<file path="src/rtl/debounce_multi.sv">
// Multi-channel pushbutton conditioner: two-flop synchroniser, stable-count debounce,
// toggle with synchronous clear, press/release pulses and a one-shot long-press pulse.
`timescale 1ns/1ps
module debounce_multi #(
    parameter int unsigned N_CH       = 4,
    parameter int unsigned STABLE_CNT = 4,
    parameter int unsigned LONG_CNT   = 1000
) (
    input  logic            clk_1kHz,
    input  logic            rst,
    input  logic [N_CH-1:0] btn_raw,
    input  logic [N_CH-1:0] toggle_clr,
    output logic [N_CH-1:0] btn_level,
    output logic [N_CH-1:0] btn_toggle,
    output logic [N_CH-1:0] press_pulse,
    output logic [N_CH-1:0] release_pulse,
    output logic [N_CH-1:0] long_press
);

    localparam int unsigned DW = $clog2(STABLE_CNT + 1);
    localparam logic [DW-1:0] DLast = DW'(STABLE_CNT - 1);
    localparam logic [15:0] HLong = 16'(LONG_CNT);
    localparam logic [15:0] HArm  = 16'(LONG_CNT - 1);

    logic [N_CH-1:0] sync1_q, sync2_q;
    logic [N_CH-1:0] level_q, level_d;
    logic [N_CH-1:0] toggle_q, toggle_d;
    logic [N_CH-1:0] press_q, press_d;
    logic [N_CH-1:0] rel_q, rel_d;
    logic [N_CH-1:0] long_q, long_d;
    logic [DW-1:0]   dcnt_q [N_CH];
    logic [DW-1:0]   dcnt_d [N_CH];
    logic [15:0]     hcnt_q [N_CH];
    logic [15:0]     hcnt_d [N_CH];

    always_comb begin
        level_d  = level_q;
        press_d  = '0;
        rel_d    = '0;
        toggle_d = toggle_q;
        long_d   = '0;
        for (int i = 0; i < int'(N_CH); i++) begin
            dcnt_d[i] = '0;
            hcnt_d[i] = '0;
            // Any sample matching the current level restarts the stability count.
            if (sync2_q[i] != level_q[i]) begin
                if (dcnt_q[i] == DLast) begin
                    level_d[i] = sync2_q[i];
                end else begin
                    dcnt_d[i] = dcnt_q[i] + DW'(1);
                end
            end
            press_d[i]  = level_d[i] & ~level_q[i];
            rel_d[i]    = ~level_d[i] & level_q[i];
            toggle_d[i] = toggle_clr[i] ? 1'b0 : (toggle_q[i] ^ press_d[i]);
            // The rising edge itself is hold cycle 1; saturation prevents a second pulse.
            if (level_d[i]) begin
                hcnt_d[i] = (hcnt_q[i] == HLong) ? hcnt_q[i] : hcnt_q[i] + 16'd1;
                long_d[i] = (hcnt_q[i] == HArm);
            end
        end
    end

    always_ff @(posedge clk_1kHz or posedge rst) begin
        if (rst) begin
            sync1_q  <= '0;
            sync2_q  <= '0;
            level_q  <= '0;
            toggle_q <= '0;
            press_q  <= '0;
            rel_q    <= '0;
            long_q   <= '0;
            for (int i = 0; i < int'(N_CH); i++) begin
                dcnt_q[i] <= '0;
                hcnt_q[i] <= '0;
            end
        end else begin
            sync1_q  <= btn_raw;
            sync2_q  <= sync1_q;
            level_q  <= level_d;
            toggle_q <= toggle_d;
            press_q  <= press_d;
            rel_q    <= rel_d;
            long_q   <= long_d;
            for (int i = 0; i < int'(N_CH); i++) begin
                dcnt_q[i] <= dcnt_d[i];
                hcnt_q[i] <= hcnt_d[i];
            end
        end
    end

    assign btn_level     = level_q;
    assign btn_toggle    = toggle_q;
    assign press_pulse   = press_q;
    assign release_pulse = rel_q;
    assign long_press    = long_q;

endmodule

</file>
<file path="config.mk">
export PLATFORM = sky130hd
export DESIGN_NAME = debounce_multi
export DESIGN_NICKNAME = d
export VERILOG_FILES = /design/src/rtl/debounce_multi.sv
export SDC_FILE = /design/constraint.sdc
export NUM_CORES = 1
export LEC_CHECK = 0
export CAP_MARGIN = 10
export CORE_ASPECT_RATIO = 0.5
export CORE_UTILIZATION = 45
export CTS_CLUSTER_DIAMETER = 60
export DETAILED_ROUTE_END_ITERATION = 10
export DONT_BUFFER_PORTS = 1
export SYNTH_ARGS = -nofsm -noshare
export SYNTH_HDL_FRONTEND = slang
export SYNTH_SLANG_ARGS = --single-unit
export TNS_END_PERCENT = 5
</file>
<file path="constraint.sdc">
create_clock -name clk_1kHz -period 12.2 [get_ports clk_1kHz]
set_input_delay 3.66 -clock clk_1kHz [delete_from_list [all_inputs] [get_ports clk_1kHz]]
set_output_delay 3.66 -clock clk_1kHz [all_outputs]
set_load 0.02 [all_outputs]
</file>
-- Word level (Yosys, flattened, before mapping)
Cells that the tools add are included.
W data, S select, Z words.
- $lt $le $gt $ge: 0
- multiply operators: 0
- multiplexer cells: 32
- $add $sub $neg: 8
- bitwise gates (word level): 20
- shift operators: 0
- divide/modulo/power cells: 0
- equality and inequality tests: 20
- reductions and logical operators: 0
- operators by type and width (cell ; number):
    $eq A16 B10 Y1 const B ; 8
    $mux W16 ; 8
    $add A16 B1 Y16 const B ; 4
    $mux W3 ; 8
    $mux W1 ; 16
    $add A3 B1 Y3 const B ; 4
    $eq A3 B2 Y1 const B ; 4
    $and A1 B1 Y1 ; 8
    $ne A2 B2 Y1 const B ; 4
    $not A1 Y1 ; 8
    $ne A1 B1 Y1 ; 4
    $xor A1 B1 Y1 ; 4
- memory bits (writable): 0
- memories: 0
- input bits: 10
- flip-flop bits (word level): 104
- bits in latches: 0
- output and inout port bits: 20
- word-level logic and storage cells: 95
- memory bits (read-only): 0

-- Longest topological paths before layout
- word-level depth: 6
- mapped depth: 6
- mapped depth without buffers: 6

-- Least setup slack after synthesis
Ideal clock, no wire load.
- path kind: register to output
- start point: reg level_q[0] (netlist: btn_level[0])
- end point: out btn_level[0]
- path buffers: 0
- stages on the path, launching flop included: 1
- arrival time: 0.473 ns
- slack: 8.067 ns
- required time: 8.540 ns
- path through: dfrtp_1
- RTL lines (what ; RTL line ; source):
    from (decl) ; 26 ; logic [N_CH-1:0] level_q, level_d;
    from (signal assigned) ; 80 ; level_q <= level_d;
    to (decl) ; 13 ; output logic [N_CH-1:0] btn_level,
No word-level cell between the ends.

-- Worst setup path in the final report
- start point: reg level_q[0] (netlist: btn_level[0])
- end point: out btn_level[0]
No word-level cell between the ends.

==> results.yml <==
synth:
  ys_ff_latch: 104
  synthesis.nets: 482
  async_flop_share_pct: 100
  synth_top_family_by_area: "simple AND/OR/NAND/NOR gates"
  synthAdderAreaFrac_pct: 3.15
  synth_area_leader_cell: "dfrtp_1"
  netlist_instances: 460
  yosys_warnings: 0
  synth-simple-area-share_pct: 22.8
  synth_compound_area_share_pct: 8.05
  yosys-top-cells-count: "104 x dfrtp_1, 46 x nor2_1, 30 x xnor2_1, 29 x inv_1, 26 x nand2_1"
  synthMuxAreaShare_pct: 1.05
  avgSynthCellArea_sq_um: 10.4
  netlist_area_sq_um: 4770
  ys_seq_area_share_pct: 54.5
  yosysTopAreaCellShare_pct: 54.5
  synth_most_common_cell: "dfrtp_1"
  yosysUniqueCellTypes: 40
  ys.flop_type: "dfrtp_1"
  synth_edf_count: 0
  ys_top_cells_by_area: "dfrtp_1 55%, xnor2_1 5.5%, nor2_1 3.6%"
  synth_xor_area_share_pct: 7.34
global_routing:
  grt_pass1_vias: 3055
  grt_pass1_wl_mm: 14.5
  grt_start_max_net_pins: 68
  antenna_found_initial: 0
  track_usage_pct: 16.5
  globalRouteOverflowTotal: 0
layout:
  final_layout_size_suffix_gt1_share_pct: 6.77
  final_cell_area_sq_um: 5250
  final_core_util_pct: 51.2
  fillers: 932
  finalNetCount: 490
  antenna_cells: 0
  area_delta_synth_final_pct: 10.0
die:
  die-area_sq_um: 11000
  ios: 30
  die_x_microns: 148
  rows: 26
  floorplan.initialDensity_pct: 46.6
  coreArea_sq_um: 10200
  die_h_microns: 74.8
min_path:
  min_path_type: "flip-flop to flip-flop"
  holdPathEnd: "sync2_q[1]$_DFF_PP0_"
  holdCritStartpoint: "sync1_q[1]$_DFF_PP0_"
  holdPathStages: 0
outcome:
  status: "completed"
detailed_routing:
  first_iter_violations: 161
  drt-pass1-iter-count: 4
  wire_per_inst_microns: 13.4
  drc: 0
  routed_wl_mm: 8.24
  vias: 3201
  viasPerCell: 5.22
  postRouteAntennaNets: 0
run:
  maxCapViolations: 0
clock_tree:
  clkTransAtPathRegs_ns: 0.07
  clk_path_buf_depth: 2
  cts_setup_buffers: 0
  cts-root-buf: "clkbuf_16"
  clock_latency_ns: 0.34
  hold_buffers: 0
  cts_resized: 0
  clock-sinks: 104
  cts_max_level: 3
  cts_tree: "yes"
  cts_made_buffers: 9
critical_path:
  cp.arrival_ns: 0.86
  critPathCaptureType: "primary output"
  cp_data_required_time_ns: 8.54
  crit_fanout: 5
  critical_path_class: "flip-flop to primary output"
  r2r_cells: 4
  worstReg2RegStart: "hcnt_q[36]$_DFFE_PP0P_"
  r2r_end: "hcnt_q[34]$_DFFE_PP0P_"
  regToRegSetupSlack_ns: 10.22
  start_kind: "flip-flop"
place:
  io_buffer_count: 0
  dp_slack_ns: 7.33
  placed_area_sq_um: 4950
  gp_congestion: 0.782
  hpwl_mm: 5.45
pwr:
  ir_worst_vdd_mv: 0.0613
  p_seq_share_pct: 49.3
  switching_share_pct: 31.0
  switchingPower_mw: 0.269
  p_int_mw: 0.599
  pwr-share-clk_pct: 33.1
  p_per_area_nw_per_um2: 165
  p_leak_nw: 2.16
  p_comb_share_pct: 17.6
timing:
  fin_ws_ns: 7.68
  worstMarginPinSlew_ns: 0.830
  timing.fmax_mhz: 221
  hold_viol: 0
  relSlewSlack_pct: 44.6
  finalSetupViolCount: 0
  period_needed_ns: 4.52
  finClkSkew_ns: 0.00946
  rsz0062_at_grt: "no"
  slew_violations: 0
  fin_setup_tns_ns: 0
  hold_ws_ns: 0.349
  final.period_utilization_pct: 37.1
-- power by group through the flow --
stage	Sequential (mW)	Combinational, mW	Clock (mW)
4_1_cts	0.428	0.156	0.297
6_report	0.428	0.153	0.288
3_5_place_dp	0.435	0.156	0
2_1_floorplan	0.424	0.120	0
5_1_grt	0.434	0.177	0.312
3_3_place_gp	0.433	0.154	0
-- layer usage --
metal	vias up	global-route usage, %	wire length [microns]
li1	1652	-	-
met1	1512	22.3	4340
met2	30	26.3	3580
met3	7	4.61	244
met4	0	5.27	73
met5	-	0	0
-- cell families (layout without fill, tap and decap cells) --
group,after synthesis,in the layout
adders and majority gates,12,12
muxes,5,5
and+or+nand+nor,201,201
DFF,104,104
buffers and inverters,38,51
xor gates and xnor gates,40,40
AOI/OAI and AO/OA,60,60
-- per-stage QoR --
stage,total power [mW],std cells
after detailed placement,0.591,597
after global routing,0.923,613
after global placement,0.587,597
after floorplan,0.544,460
after CTS,0.882,613
final,0.868,613
-- worst max path at each step --
stage | end | slack (ns) | cells after the start | startpoint
after floorplan | btn_level[0]$_DFF_PP0_ | 5.81 | 1 | rst
after global placement | hcnt_q[60]$_DFFE_PP0P_ | 7.34 | 2 | rst
after detailed placement | hcnt_q[57]$_DFFE_PP0P_ | 7.33 | 2 | rst
after CTS | btn_level[0] | 7.66 | 0 | btn_level[0]$_DFF_PP0_
after global routing | hcnt_q[56]$_DFFE_PP0P_ | 7.52 | 2 | rst
final | btn_level[0] | 7.68 | 0 | btn_level[0]$_DFF_PP0_
-- cell usage in the layout (no fill, tap or decap), types with 2 or more instances in the layout --
| master | instances |
|---|---|
| a21o_1 | 3 |
| a21oi_1 | 22 |
| a31o_2 | 2 |
| and3_1 | 3 |
| and3b_1 | 6 |
| buf_4 | 5 |
| clkbuf_16 | 9 |
| clkinvlp_4 | 2 |
| dfrtp_1 | 104 |
| ha_1 | 12 |
| inv_1 | 28 |
| mux2i_1 | 5 |
| nand2_1 | 26 |
| nand2b_1 | 3 |
| nand3_1 | 25 |
| nand3b_1 | 2 |
| nand4_1 | 13 |
| nor2_1 | 46 |
| nor2b_1 | 6 |
| nor3_1 | 15 |
| nor3b_1 | 7 |
| nor4_1 | 19 |
| o2111ai_1 | 4 |
| o21ai_0 | 13 |
| o31ai_1 | 9 |
| o31ai_2 | 2 |
| or3_1 | 17 |
| or4_1 | 4 |
| or4_4 | 5 |
| xnor2_1 | 30 |
| xor2_1 | 10 |
-- state kept, by name, indices dropped and copies added (netlist names) --
| register | flops |
|---|---|
| dcnt_q | 12 |
| hcnt_q | 64 |
| sync2_q | 4 |
| release_pulse | 4 |
| btn_level | 4 |
| long_press | 4 |
| press_pulse | 4 |
| sync1_q | 4 |
| btn_toggle | 4 |
-- final cells by class --
type	count	area (sq um)	area share, %
tap	140	175	3.34
clock inverter	6	67.6	1.29
multi-input combinational	318	2020	38.6
sequential	104	2600	49.6
timing repair buffer	5	37.5	0.715
clock buffer	10	229	4.36
inverter	30	115	2.19
Power figures use the tool's default switching activity.
